File: src/rtl/afe_sample_seq.sv
// AFE conversion sequencer: power-up settle, periodic SOC, EOC capture, timeout flag.
// Define AFE_AVG4_EN to emit one averaged sample per four successful conversions.
module afe_sample_seq #(
    parameter int DATA_WIDTH     = 8,
    parameter int PERIOD_WIDTH   = 16,
    parameter int SETTLE_CYCLES  = 4,
    parameter int TIMEOUT_CYCLES = 255
) (
    input  logic                    clk,
    input  logic                    rst,
    input  logic                    powerdown_i,
    input  logic [PERIOD_WIDTH-1:0] period_i,
    output logic                    afe_en_o,
    output logic                    afe_soc_o,
    input  logic                    afe_eoc_i,
    input  logic [DATA_WIDTH-1:0]   afe_data_i,
    output logic [DATA_WIDTH-1:0]   sens_data_o,
    output logic                    sens_data_o_val,
    output logic                    busy_o,
    output logic                    timeout_err_o,
    input  logic                    err_clr_i
);

    typedef enum logic [2:0] {
        S_OFF,
        S_SETTLE,
        S_CONVERT,
        S_WAIT_EOC,
        S_IDLE
    } state_t;

    localparam int CNT_MAX = (SETTLE_CYCLES > TIMEOUT_CYCLES) ? SETTLE_CYCLES : TIMEOUT_CYCLES;
    localparam int CNT_W   = $clog2(CNT_MAX + 1);
    localparam logic [CNT_W-1:0] SETTLE_LAST  = CNT_W'(SETTLE_CYCLES - 1);
    localparam logic [CNT_W-1:0] TIMEOUT_LAST = CNT_W'(TIMEOUT_CYCLES - 1);

    state_t                  state, next_state;
    logic [CNT_W-1:0]        cnt, cnt_next;
    logic [PERIOD_WIDTH-1:0] elapsed;
    logic                    eoc_hit;
    logic                    timeout_hit;
    logic                    period_done;

    // Widened by one bit so a saturated elapsed count still compares correctly.
    assign period_done = ({1'b0, elapsed} + (PERIOD_WIDTH+1)'(1)) >= {1'b0, period_i};

`ifdef AFE_AVG4_EN
    logic [DATA_WIDTH+1:0] acc;
    logic [DATA_WIDTH+1:0] acc_sum;
    logic [1:0]            avg_cnt;
    assign acc_sum = acc + {2'b00, afe_data_i};
`endif

    always_comb begin
        next_state  = state;
        cnt_next    = cnt;
        eoc_hit     = 1'b0;
        timeout_hit = 1'b0;
        case (state)
            S_OFF: begin
                next_state = S_SETTLE;
                cnt_next   = '0;
            end
            S_SETTLE: begin
                if (cnt == SETTLE_LAST) begin
                    next_state = S_CONVERT;
                    cnt_next   = '0;
                end else begin
                    cnt_next = cnt + CNT_W'(1);
                end
            end
            S_CONVERT: begin
                next_state = S_WAIT_EOC;
                cnt_next   = '0;
            end
            S_WAIT_EOC: begin
                // A result arriving on the final wait cycle still counts as a success.
                if (afe_eoc_i) begin
                    eoc_hit    = 1'b1;
                    next_state = S_IDLE;
                end else if (cnt == TIMEOUT_LAST) begin
                    timeout_hit = 1'b1;
                    next_state  = S_IDLE;
                end else begin
                    cnt_next = cnt + CNT_W'(1);
                end
            end
            S_IDLE: begin
                if (period_done) next_state = S_CONVERT;
            end
            default: next_state = S_OFF;
        endcase
        if (powerdown_i) begin
            next_state  = S_OFF;
            cnt_next    = '0;
            eoc_hit     = 1'b0;
            timeout_hit = 1'b0;
        end
    end

    always_ff @(posedge clk) begin
        if (rst) begin
            state           <= S_OFF;
            cnt             <= '0;
            elapsed         <= '0;
            afe_en_o        <= 1'b0;
            afe_soc_o       <= 1'b0;
            busy_o          <= 1'b0;
            timeout_err_o   <= 1'b0;
            sens_data_o     <= '0;
            sens_data_o_val <= 1'b0;
`ifdef AFE_AVG4_EN
            acc             <= '0;
            avg_cnt         <= '0;
`endif
        end else begin
            state     <= next_state;
            cnt       <= cnt_next;
            afe_en_o  <= (next_state != S_OFF);
            afe_soc_o <= (next_state == S_CONVERT);
            busy_o    <= (next_state == S_SETTLE) || (next_state == S_CONVERT) ||
                         (next_state == S_WAIT_EOC);

            if (next_state == S_CONVERT) elapsed <= '0;
            else if (!(&elapsed))        elapsed <= elapsed + PERIOD_WIDTH'(1);

            if (timeout_hit)    timeout_err_o <= 1'b1;
            else if (err_clr_i) timeout_err_o <= 1'b0;

            sens_data_o_val <= 1'b0;
`ifdef AFE_AVG4_EN
            if (powerdown_i || timeout_hit) begin
                acc     <= '0;
                avg_cnt <= '0;
            end else if (eoc_hit) begin
                if (avg_cnt == 2'd3) begin
                    sens_data_o     <= acc_sum[DATA_WIDTH+1:2];
                    sens_data_o_val <= 1'b1;
                    acc             <= '0;
                    avg_cnt         <= '0;
                end else begin
                    acc     <= acc_sum;
                    avg_cnt <= avg_cnt + 2'd1;
                end
            end
`else
            if (eoc_hit) begin
                sens_data_o     <= afe_data_i;
                sens_data_o_val <= 1'b1;
            end
`endif
        end
    end

endmodule

File: config.mk
export PLATFORM = sky130hd
export DESIGN_NAME = afe_sample_seq
export DESIGN_NICKNAME = d
export VERILOG_FILES = /design/src/rtl/afe_sample_seq.sv
export SDC_FILE = /design/constraint.sdc
export NUM_CORES = 1
export LEC_CHECK = 0
export ABC_AREA = 1
export BUFFER_PORTS_ARGS = -buffer_cell sky130_fd_sc_hd__buf_2
export CAP_MARGIN = 30
export CORE_ASPECT_RATIO = 1.4
export CORE_MARGIN = 5
export CORE_UTILIZATION = 34
export CTS_BUF_LIST = sky130_fd_sc_hd__clkbuf_8
export DETAILED_ROUTE_END_ITERATION = 8
export SYNTH_ARGS = -nofsm -noshare
export SYNTH_HDL_FRONTEND = slang
export SYNTH_SLANG_ARGS = --single-unit
File: constraint.sdc
create_clock -name clk -period 3.57 [get_ports clk]
set_input_delay 0.714 -clock clk [delete_from_list [all_inputs] [get_ports clk]]
set_output_delay 0.714 -clock clk [all_outputs]
set_load 0.02 [all_outputs]
==> implementation parameters, run 1 <==
Parameter                              Value

Run status
  Outcome    finished clean

Yosys
  Area share of xor/xnor cells in the synthesized design    0.0430
  Multiplexer fraction of the synthesized cell area    0.00409
  Count of state elements after synthesis    40
  Yosys cell types    33
  Number of warnings reported in the yosys synthesis log    0
  Synthesized area divided by synthesized cell count    7.28 um^2
  Area fraction in compound gates after synthesis    0.0875
  Largest family of logic cells by synthesized area    simple AND/OR/NAND/NOR gates
  Register area share after synthesis    0.328
  Adder-cell area share of the yosys netlist    0.0972
  Simple logic cell fraction of the synthesized area    0.345
  Post-synthesis cell count    336
  Post-synthesis instance area    2440 um^2
  Nets in the synthesized netlist    384

Floorplan
  CORE AREA    6980 um^2
  Floorplan die width    81.7 um
  Starting utilization of the core area    0.350
  Top-level port count    42
  Die area    9010 um^2
  Die span in y    110 um
  Number of cell rows    36

Global route
  First-pass GRT wire length    8590 um
  Total gr overflow    0
  Aggregate global-route resource usage    0.117
  Antenna violations before repair    0
  Largest net degree at the start of global routing    18
  Via count of the first global-routing pass    2164

STA
  Worst clock skew    0.00602 ns
  Setup TNS    0 ns
  Period Utilization, post-route    0.810
  Fmax    0.346 GHz
  Worst-case hold slack    0.494 ns
  Number of max-slew violations in the final report    0
  Number of hold violations in the final report    0
  # setup viols final    0
  Setup repair after global routing missed its margin    no
  Transition time at the pin with the least slew margin    0.449 ns
  Crit path time final    2.89 ns
  Relative slew margins    0.699

Route
  Via count normalized by instance count    4.50
  Final WL    4810 um
  Post-detailed-route wirelength per cell    10.1 um
  Number of DRC markers in iteration 0    40
  Residual antenna-violating net count after detailed routing    0
  Drt pass-1 iters    4
  DRC errors left    0
  Total number of vias    2146

Clock network
  Clk_lat worst skew    0.29 ns
  Post-CTS setup-driven buffer insertion count    0
  Htree depth    2
  Cts bufs inserted    5
  Clk pin slew, worst setup/hold paths    0.08 ns
  Clock buffer depth    2
  Post-cts repair resize count    0
  Root buffer cell    sky130_fd_sc_hd__clkbuf_8
  CTS sink cnt    40
  Number of buffers inserted for hold repair after clock tree synthesis    0
  TritonCTS clock tree    yes

Placement
  Detailed Place HPWL    4040 um
  Post-detailed-placement cell area    2740 um^2
  Buffers added on ports    41
  Weighted congestion at the end of routability-driven global placement    0.826

Cells and area
  Area delta synth->final    17.3%
  Final core utilization    0.411
  Layout Nets    429
  Most common cell after layout, fill and taps aside    sky130_fd_sc_hd__nor2_1
  Layout cells sized above 1    0.212
  Finished layout cell area    2870 um^2
  Fillers    726
  Antenna diode count    0
  Most used cells in the layout excluding fill and tap cells    sky130_fd_sc_hd__nor2_1, sky130_fd_sc_hd__inv_1, sky130_fd_sc_hd__nand2_1

Worst setup path
  Req. time, crit path    3.73 ns
  Critical path peak fanout    16
  Data arrival time of the worst path    3.06 ns
  Category of the worst setup path capture point    flop
  Class of the most critical setup path    reg2reg
  Type of element launching the critical path    flop

Power
  Final Total Pwr    926 uW
  Peak ir drop on the vdd network    0.271 mV
  Power density of the placed cells    323 nW/um^2
  Leakage component of the power    0.00144 uW

Flow run
  MaxCap Viol Count    0

Worst hold path
  Hold crit path type    reg2reg
metal layers:
metal | GRT usage | wire, um
met5 | 0 | 0
met2 | 0.220 | 2420
met3 | 0.0211 | 204
met1 | 0.130 | 2110
met4 | 0.0380 | 74
worst max-delay path: stages, from the launching register on:
cell                      delay, ns
sky130_fd_sc_hd__dfxtp_1       0.39
sky130_fd_sc_hd__ha_1          0.21
sky130_fd_sc_hd__nand2_1       0.11
sky130_fd_sc_hd__nor2_4        0.15
sky130_fd_sc_hd__nand2_4       0.10
sky130_fd_sc_hd__inv_1         0.08
sky130_fd_sc_hd__nand2_1       0.08
sky130_fd_sc_hd__o22ai_1       0.18
sky130_fd_sc_hd__inv_1         0.07
sky130_fd_sc_hd__ha_1          0.29
sky130_fd_sc_hd__nand2_1       0.05
sky130_fd_sc_hd__inv_1         0.06
sky130_fd_sc_hd__nand2_1       0.06
sky130_fd_sc_hd__nor2_1        0.10
sky130_fd_sc_hd__nand2_1       0.06
sky130_fd_sc_hd__nand3_1       0.09
sky130_fd_sc_hd__nor2_2        0.05
sky130_fd_sc_hd__nand2_2       0.07
sky130_fd_sc_hd__nand2_2       0.05
sky130_fd_sc_hd__nand2_2       0.08
sky130_fd_sc_hd__nand3_4       0.08
sky130_fd_sc_hd__nand2_4       0.29
sky130_fd_sc_hd__nor2_1        0.07
synthesized netlist by cell type:
cell type / number / area share
sky130_fd_sc_hd__nor2_1: 69 / 0.11
sky130_fd_sc_hd__inv_1: 51 / 0.078
sky130_fd_sc_hd__nand2_1: 50 / 0.077
sky130_fd_sc_hd__dfxtp_1: 40 / 0.33
sky130_fd_sc_hd__ha_1: 19 / 0.097
sky130_fd_sc_hd__o21ai_0: 18 / 0.037
sky130_fd_sc_hd__a21oi_1: 15 / 0.031
sky130_fd_sc_hd__nor2_4: 12 / 0.055
sky130_fd_sc_hd__xor2_1: 9 / 0.032
sky130_fd_sc_hd__nand3_1: 7 / 0.014
sky130_fd_sc_hd__nand2_2: 6 / 0.015
sky130_fd_sc_hd__nor3_1: 5 / 0.010
sky130_fd_sc_hd__nand4_1: 4 / 0.010
sky130_fd_sc_hd__inv_2: 3 / 0.0046
sky130_fd_sc_hd__nor3_2: 3 / 0.012
sky130_fd_sc_hd__xnor2_1: 3 / 0.011
sky130_fd_sc_hd__a21o_1: 2 / 0.0061
sky130_fd_sc_hd__clkbuf_1: 2 / 0.0031
sky130_fd_sc_hd__nand2_4: 2 / 0.0092
sky130_fd_sc_hd__nor2_2: 2 / 0.0051
sky130_fd_sc_hd__o22ai_1: 2 / 0.0051
sky130_fd_sc_hd__a22oi_1: 1 / 0.0031
sky130_fd_sc_hd__a2bb2oi_1: 1 / 0.0036
sky130_fd_sc_hd__buf_12: 1 / 0.0082
sky130_fd_sc_hd__clkinv_1: 1 / 0.0015
sky130_fd_sc_hd__mux2i_1: 1 / 0.0041
sky130_fd_sc_hd__nand3_2: 1 / 0.0041
sky130_fd_sc_hd__nand3_4: 1 / 0.0072
sky130_fd_sc_hd__nand3b_1: 1 / 0.0031
sky130_fd_sc_hd__nand4_2: 1 / 0.0051
sky130_fd_sc_hd__nor2_8: 1 / 0.0082
sky130_fd_sc_hd__nor4_1: 1 / 0.0026
sky130_fd_sc_hd__o21ai_1: 1 / 0.0020
power by group:
group / leakage (uW) / switching [uW] / internal, uW / total (uW)
clock: 0.0000645 / 148 / 247 / 395
sequential: 0.000324 / 3.82 / 451 / 455
combinational: 0.00105 / 45.1 / 31.5 / 76.7
total: 0.00144 / 197 / 729 / 926
final timing paths:
kind              slack [ns]  cells after the start                     from                       end
setup / recovery        0.68                     22  elapsed[0]$_SDFFE_PP0P_  elapsed[14]$_SDFFE_PP0P_
hold / removal          0.49                      1      cnt[3]$_SDFFE_PP0P_       cnt[3]$_SDFFE_PP0P_
setup reg to reg        0.68                     22  elapsed[0]$_SDFFE_PP0P_  elapsed[14]$_SDFFE_PP0P_
hold reg to reg         0.49                      1      cnt[3]$_SDFFE_PP0P_       cnt[3]$_SDFFE_PP0P_
cell type report:
class                      count  area [um^2]  area share
sequential                    40          801       0.279
clock buffer                   7         96.3      0.0336
timing repair buffer          41          205      0.0716
clock inverter                 1         30.0      0.0105
tap                           95          119      0.0414
multi-input combinational    238         1410       0.492
inverter                      55          206      0.0720
state kept, by name (all words and copies together), names as in the netlist:
signal / flops
afe_en_o: 1
afe_soc_o: 1
busy_o: 1
cnt: 8
elapsed: 16
sens_data_o: 8
sens_data_o_val: 1
state: 3
timeout_err_o: 1
stage by stage:
stage	std cells	setup WS (ns)
finish	477	0.680
global route	477	0.335
CTS	477	0.652
detailed placement	469	0.672
global placement	469	0.759
floorplan	336	0.967
cells by family after synthesis:
| kind of cell | Yosys count |
|---|---|
| AND/OR/NAND/NOR | 166 |
| buffers and inverters | 58 |
| XOR/XNOR | 12 |
| AO/OA/AOI/OAI | 40 |
| multiplexers | 1 |
| flip-flops | 40 |
| adder cells (fa/ha/maj) | 19 |
No activity file was read; power rests on OpenSTA's default activity.
==> run 2: changes to the inputs <==
--- a/config.mk
+++ b/config.mk
@@ -5,7 +5,7 @@
 export SDC_FILE = /design/constraint.sdc
 export NUM_CORES = 1
 export LEC_CHECK = 0
-export ABC_AREA = 1
+export ABC_AREA = 0
 export BUFFER_PORTS_ARGS = -buffer_cell sky130_fd_sc_hd__buf_2
 export CAP_MARGIN = 30
 export CORE_ASPECT_RATIO = 1.4
==> constraint.sdc (replaced) <==
create_clock -name clk -period 2.7 [get_ports clk]
set_input_delay 0.54 -clock clk [delete_from_list [all_inputs] [get_ports clk]]
set_output_delay 0.54 -clock clk [all_outputs]
set_load 0.02 [all_outputs]
==> run 2 against run 1 <==
Via count is 8.9% lower. Critical path depth fell by 9. Wire length rose by 1.6%. Sequential share of layout area increased by 1.0 points. Clock power hardly changed. Synthesized area decreased by 9.3%. Global-route usage is 0.79 points higher. Maximum frequency up 14%. Final cell count shrank 18%. Sequential power is 44% higher. Synthesized cell count is 22% lower. Highest routed layer unchanged.
==> implementation parameters, run 2 <==
Parameter                              Value

Flow run
  MaxCap Viol Count    0 (unchanged)

Cells and area
  Max FFs per register    16 (unchanged)
  Area delta synth->final    27.3%
  Final core utilization    0.448 (+0.0376)
  Layout cells sized above 1    0.299 (+0.0870)
  Largest registers ranked by flip-flop count    elapsed (16), cnt (8), sens_data_o (8)
  Antenna diode count    0 (unchanged)
  Most flops, register    elapsed
  Final Instance Count excl. Fillers    393 (-18%)
  Most used cells in the layout excluding fill and tap cells    sky130_fd_sc_hd__buf_2, sky130_fd_sc_hd__nor2_1, sky130_fd_sc_hd__dfxtp_1
  Most common cell after layout, fill and taps aside    sky130_fd_sc_hd__buf_2
  Layout Nets    368 (-14%)
  Finished layout cell area    2820 um^2 (-1.6%)

Yosys
  Post-synthesis cell count    262 (-22%)
  Area fraction in compound gates after synthesis    0.103 (+0.0158)
  Yosys cell types    42 (+27%)
  Largest family of logic cells by synthesized area    simple AND/OR/NAND/NOR gates
  Simple logic cell fraction of the synthesized area    0.233 (-0.112)
  Nets in the synthesized netlist    310 (-19%)
  Multiplexer fraction of the synthesized cell area    0.0406 (+0.0365)
  Area share of xor/xnor cells in the synthesized design    0.0869 (+0.0439)
  Number of warnings reported in the yosys synthesis log    0 (unchanged)
  Post-synth top flop    sky130_fd_sc_hd__dfxtp_1
  EDFF count, synth    0 (unchanged)
  Adder-cell area share of the yosys netlist    0.107 (+0.00999)
  Asr flop ratio synth    0 (unchanged)
  Yosys top cell by area    sky130_fd_sc_hd__dfxtp_1
  Fraction of synthesized cell area taken by the top area cell type    0.361 (+0.0336)
  Largest cells by area after synthesis    sky130_fd_sc_hd__dfxtp_1, sky130_fd_sc_hd__ha_1, sky130_fd_sc_hd__nor2_1
  Top-count cell post-synth    sky130_fd_sc_hd__dfxtp_1
  Count of state elements after synthesis    40 (unchanged)
  Top cells by instance count after synthesis    sky130_fd_sc_hd__dfxtp_1, sky130_fd_sc_hd__nor2_1, sky130_fd_sc_hd__inv_1
  Synthesized area divided by synthesized cell count    8.46 um^2 (+16%)
  Register area share after synthesis    0.361 (+0.0336)
  Post-synthesis instance area    2220 um^2 (-9.3%)

Placement
  Detailed Place HPWL    3750 um (-7.2%)
  Post-detailed-placement cell area    2570 um^2 (-6.2%)
  Placed instance count    380 (-19%)
  Buffers added on ports    41 (unchanged)
  Weighted congestion at the end of routability-driven global placement    0.771 (-6.7%)

Clock network
  Clk_lat worst skew    0.29 ns (about the same)
  TritonCTS clock tree    yes
  CTS sink cnt    40 (unchanged)
  Clock buffer depth    2 (unchanged)
  Root buffer cell    sky130_fd_sc_hd__clkbuf_8
  Htree depth    2 (unchanged)
  Clk pin slew, worst setup/hold paths    0.09 ns (about the same)
  Cts bufs inserted    5 (unchanged)

Global route
  Via count of the first global-routing pass    1880 (-13%)
  Aggregate global-route resource usage    0.125 (+0.00794)
  First-pass GRT wire length    8420 um (-2.0%)
  Total gr overflow    0 (unchanged)
  Antenna violations before repair    0 (unchanged)
  Largest net degree at the start of global routing    18 (unchanged)

Floorplan
  Die span in y    106 um (-4.3%)
  Starting utilization of the core area    0.352 (+0.00197)
  Top-level port count    42 (unchanged)
  CORE AREA    6300 um^2 (-9.8%)
  Floorplan die width    78.3 um (-4.2%)
  Die area    8260 um^2 (-8.3%)
  Number of cell rows    34 (-5.6%)

Power
  Final Total Pwr    1290 uW (+40%)
  Power density of the placed cells    458 nW/um^2 (+42%)
  Clk network pwr share    0.305 (-0.121)
  Share of power burned in registers    0.508 (+0.017)
  Internal    922 uW (+26%)
  Logic pwr share    0.187 (+0.104)
  Net switching power    372 uW (+88%)
  Switching Share    0.287 (+0.0744)
  Leakage component of the power    0.00142 uW (-1.1%)
  Peak ir drop on the vdd network    0.420 mV (+55%)

STA
  Setup TNS    0 ns (unchanged)
  Number of max-slew violations in the final report    0 (unchanged)
  Number of hold violations in the final report    0 (unchanged)
  Worst clock skew    0.0124 ns (+0.00635 ns)
  Transition time at the pin with the least slew margin    0.651 ns (+0.202 ns)
  Fmax    0.393 GHz (+14%)
  Relative slew margins    0.565 (-0.134)
  # setup viols final    0 (unchanged)
  Period Utilization, post-route    0.943 (+0.133)
  Crit path time final    2.55 ns (-0.344 ns)

Route
  Residual antenna-violating net count after detailed routing    0 (unchanged)
  Drt pass-1 iters    4 (unchanged)
  Via count normalized by instance count    4.97 (+11%)
  DRC errors left    0 (unchanged)
  Post-detailed-route wirelength per cell    12.5 um (+23%)
  Number of DRC markers in iteration 0    78 (+95%)
  Final WL    4890 um (+1.6%)
  Total number of vias    1954 (-8.9%)

Worst setup path
  Type of element launching the critical path    flop
  Class of the most critical setup path    reg2reg
  Category of the worst setup path capture point    flop
  Req. time, crit path    2.87 ns (-0.86 ns)
  Register-to-register path setup slack    0.15 ns (-0.53 ns)
  Data arrival time of the worst path    2.72 ns (-0.34 ns)
  Critical path peak fanout    8 (-8)

Run status
  Outcome    finished clean

Worst hold path
  Hold crit path type    in2reg
==> run 2: critical path, stage by stage (launching register included) <==
cell,delay (ns)
sky130_fd_sc_hd__dfxtp_4,0.38
sky130_fd_sc_hd__nand4_1,0.17
sky130_fd_sc_hd__buf_4,0.18
sky130_fd_sc_hd__buf_4,0.12
sky130_fd_sc_hd__nor2_1,0.10
sky130_fd_sc_hd__xnor2_1,0.16
sky130_fd_sc_hd__inv_1,0.07
sky130_fd_sc_hd__ha_1,0.29
sky130_fd_sc_hd__nand4_1,0.13
sky130_fd_sc_hd__nor4_2,0.26
sky130_fd_sc_hd__o21ai_1,0.14
sky130_fd_sc_hd__nand4b_4,0.14
sky130_fd_sc_hd__o22a_4,0.23
sky130_fd_sc_hd__a21oi_1,0.05
==> run 2: final timing paths <==
| kind | endpoint | cells after the start | from |
|---|---|---|---|
| worst min register to register | sens_data_o[1]$_SDFFE_PP0P_ | 2 | sens_data_o[1]$_SDFFE_PP0P_ |
| worst max-delay path | elapsed[11]$_SDFFE_PP0P_ | 13 | elapsed[1]$_SDFFE_PP0P_ |
| worst max register to register | elapsed[11]$_SDFFE_PP0P_ | 13 | elapsed[1]$_SDFFE_PP0P_ |
| worst min-delay path | sens_data_o[1]$_SDFFE_PP0P_ | 3 | afe_data_i[1] |
==> run 2: power by group through the flow <==
stage                     logic [uW]  registers (uW)  clock network [uW]
after detailed placement         220             657                   0
final                            241             657                 395
after global placement           212             656                   0
after floorplan                  139             657                   0
after CTS                        227             645                 412
after global routing             270             661                 439
==> run 2: final cells by class <==
class                           instances  area [um^2]
Fill cell                             631         3470
Multi-Input combinational cell        186         1380
Sequential cell                        40          817
Timing Repair Buffer                   59          340
Inverter                               28          105
Tap cell                               72         90.1
Clock buffer                            5         68.8
Clock inverter                          3         18.8
==> run 2: cells by family (layout without fill, tap and decap cells) <==
logic type | after synthesis | count (layout)
AOI/OAI and AO/OA | 35 | 36
xor gates and xnor gates | 22 | 22
adders and majority gates | 19 | 19
buffers and inverters | 37 | 95
DFF | 40 | 40
muxes | 9 | 9
and+or+nand+nor | 100 | 100
==> run 2: per-layer routing <==
layer | global-route usage | share of wire | vias to the layer above
li1 | - | - | 1004
met1 | 0.144 | 0.41 | 908
met2 | 0.223 | 0.53 | 34
met3 | 0.0316 | 0.044 | 8
met4 | 0.0413 | 0.017 | 0
met5 | 0 | 0 | -
==> run 2: through the flow <==
| step | worst slack [ns] | hold WS [ns] |
|---|---|---|
| after CTS | 0.0209 | 0.466 |
| after global placement | 0.0130 | 0.468 |
| after global routing | -0.00341 | 0.482 |
| after floorplan | 0.0569 | 0.494 |
| after detailed placement | -0.0570 | 0.477 |
| final | 0.154 | 0.472 |
==> run 2: timing repair <==
item                       CTS  global route
gates resized for setup      5            28
setup endpoints to repair   17            20
buffers inserted             0             4
hold buffers                 0             0
cloned                       1             0
pin swaps                    1             8
==> run 3: changes to the inputs <==
==> constraint.sdc (replaced) <==
create_clock -name clk -period 2.7 [get_ports clk]
set_input_delay 0.81 -clock clk [delete_from_list [all_inputs] [get_ports clk]]
set_output_delay 0.81 -clock clk [all_outputs]
set_load 0.02 [all_outputs]
==> run 3 against run 2 <==
Sequential share of layout area increased by 0.21 points. Via count shrank 1.2%. Register-to-register slack improved by 0.04 ns. Final cell count shrank 0.76%. Utilization decreased by 0.46 points. Critical path depth fell by 1. Clock skew down 0.0015 ns. Cell area down 1.0%. Clock power is 2% lower. Global-route usage decreased by 0.17 points. Highest routed layer unchanged.
==> implementation parameters, run 3 (synthesized netlist as in run 2, its figures left out) <==
Parameter                              Value

Run status
  Outcome    finished clean

Cells and area
  Fillers    644 (+2.1%)
  Final Instance Count excl. Fillers    390 (-0.76%)
  Most used cells in the layout excluding fill and tap cells    sky130_fd_sc_hd__buf_2, sky130_fd_sc_hd__nor2_1, sky130_fd_sc_hd__dfxtp_1
  Area delta synth->final    26.0%
  Most flops, register    elapsed
  Finished layout cell area    2790 um^2 (-1.0%)
  Layout cells sized above 1    0.280 (-0.0192)
  Most common cell after layout, fill and taps aside    sky130_fd_sc_hd__buf_2
  Max FFs per register    16 (unchanged)
  Layout Nets    365 (-0.82%)
  Antenna diode count    0 (unchanged)
  Largest registers ranked by flip-flop count    elapsed (16), cnt (8), sens_data_o (8)

STA
  Number of hold violations in the final report    0 (unchanged)
  Setup TNS    0 ns (unchanged)
  Setup repair after global routing missed its margin    no
  # setup viols final    0 (unchanged)
  Relative slew margins    0.616 (+0.0515)
  Worst clock skew    0.0109 ns (-0.00148 ns)
  Number of max-slew violations in the final report    0 (unchanged)
  Crit path time final    2.50 ns (-0.0428 ns)
  Transition time at the pin with the least slew margin    0.572 ns (-0.0791 ns)
  Min setup slack post-route    0.197 ns (+0.0428 ns)
  Worst-case hold slack    0.492 ns (+0.0203 ns)
  Period Utilization, post-route    0.927 (-0.0159)
  Fmax    0.400 GHz (+1.7%)

Route
  DRC errors left    0 (unchanged)
  Total number of vias    1930 (-1.2%)
  Number of DRC markers in iteration 0    41 (-47%)
  Residual antenna-violating net count after detailed routing    0 (unchanged)
  Post-detailed-route wirelength per cell    12.3 um (-1.6%)
  Final WL    4780 um (-2.3%)
  Via count normalized by instance count    4.95 (-0.47%)
  Drt pass-1 iters    4 (unchanged)

Placement
  Detailed Place HPWL    3720 um (-0.77%)
  Post-detailed-placement cell area    2580 um^2 (+0.29%)
  Worst slack at placement    -0.0683 ns (-0.0113 ns)
  Placed instance count    381 (+0.26%)
  Buffers added on ports    41 (unchanged)
  Weighted congestion at the end of routability-driven global placement    0.758 (-1.6%)

Floorplan
  Floorplan die width    78.3 um (unchanged)
  Starting utilization of the core area    0.352 (unchanged)
  Die area    8260 um^2 (unchanged)
  CORE AREA    6300 um^2 (unchanged)
  Top-level port count    42 (unchanged)
  Die span in y    106 um (unchanged)
  Number of cell rows    34 (unchanged)

Global route
  Aggregate global-route resource usage    0.123 (-0.00165)
  First-pass GRT wire length    8340 um (-0.99%)
  Largest net degree at the start of global routing    18 (unchanged)
  Antenna violations before repair    0 (unchanged)
  Total gr overflow    0 (unchanged)
  Via count of the first global-routing pass    1928 (+2.6%)

Clock network
  Root buffer cell    sky130_fd_sc_hd__clkbuf_8
  CTS sink cnt    40 (unchanged)
  Clk_lat worst skew    0.29 ns (about the same)
  Clk pin slew, worst setup/hold paths    0.08 ns (about the same)
  Clock buffer depth    2 (unchanged)
  TritonCTS clock tree    yes
  Cts bufs inserted    5 (unchanged)
  Htree depth    2 (unchanged)
  Number of buffers inserted for hold repair after clock tree synthesis    0 (unchanged)

Worst setup path
  Most numerous cell on the critical path    sky130_fd_sc_hd__a21oi_1
  Type of element launching the critical path    flop
  CP cell instances    ha_4 -> nand3_4 -> nor2_4 -> and3_4 -> xor2_2 -> ha_1 -> a21o_1 -> a21oi_1 -> nand2_1 -> nand4b_4 -> o22a_4 -> a21oi_1
  Register-to-register path setup slack    0.20 ns (+0.04 ns)
  Req. time, crit path    2.91 ns (+0.04 ns)
  Crit-path slowest cell    sky130_fd_sc_hd__dfxtp_4
  Critical path peak fanout    8 (unchanged)
  Data arrival time of the worst path    2.72 ns (about the same)
  Slowest Stage Delay on Critical Path    0.37 ns (about the same)
  Category of the worst setup path capture point    flop
  Class of the most critical setup path    reg2reg

Power
  Leakage component of the power    0.00141 uW (-1.1%)
  Peak ir drop on the vdd network    0.427 mV (+1.7%)
  Power density of the placed cells    460 nW/um^2 (+0.37%)

Flow run
  MaxCap Viol Count    0 (unchanged)

Worst hold path
  Hold crit path type    reg2reg
## run 3: cell count changes in the layout (fill, tap and decap cells not counted), sizes merged
cell	before	now
buf	59	56
## run 3: area by class of cell
type,count,area [um^2],area share
sequential,40,815,0.292
clock inverter,3,18.8,0.00672
multi-input combinational,186,1380,0.494
timing repair buffer,56,318,0.114
inverter,28,105,0.0376
tap,72,90.1,0.0322
clock buffer,5,68.8,0.0246
## run 3: final timing paths
check                              start  depth (start not counted)                          end
max              elapsed[1]$_SDFFE_PP0P_                         12     elapsed[11]$_SDFFE_PP0P_
min          sens_data_o[1]$_SDFFE_PP0P_                          2  sens_data_o[1]$_SDFFE_PP0P_
max reg2reg      elapsed[1]$_SDFFE_PP0P_                         12     elapsed[11]$_SDFFE_PP0P_
min reg2reg  sens_data_o[1]$_SDFFE_PP0P_                          2  sens_data_o[1]$_SDFFE_PP0P_
## run 3: through the flow
step                power, uW   util
finish                   1290  0.444
CTS                      1280  0.429
detailed placement        878  0.410
floorplan                 796      -
global placement          868  0.410
global route             1380  0.444
## run 3: power breakdown
part           switching (uW)  internal, uW
clock                     208           180
combinational             123           118
sequential               32.1           624
## run 3: repair_timing
action | CTS | global route
buffers inserted | 0 | 0
cloned | 1 | 0
endpoints found under the setup margin | 16 | 20
gates resized for setup | 7 | 21
pin swaps | 1 | 10
## run 3: critical path: cells and delay by family, from the launching register on
kind | cells | cell delay [ns]
simple gates | 5 | 0.75
fa+ha+maj | 2 | 0.41
compound gates | 4 | 0.77
flops | 1 | 0.37
xor+xnor | 1 | 0.13
## run 3: layer usage
metal,wire length [um],vias to the layer above,share of wire,global-route usage
li1,-,995,-,-
met1,1920,889,0.40,0.146
met2,2570,39,0.54,0.222
met3,225,7,0.047,0.0316
met4,55,0,0.012,0.0263
met5,0,-,0,0
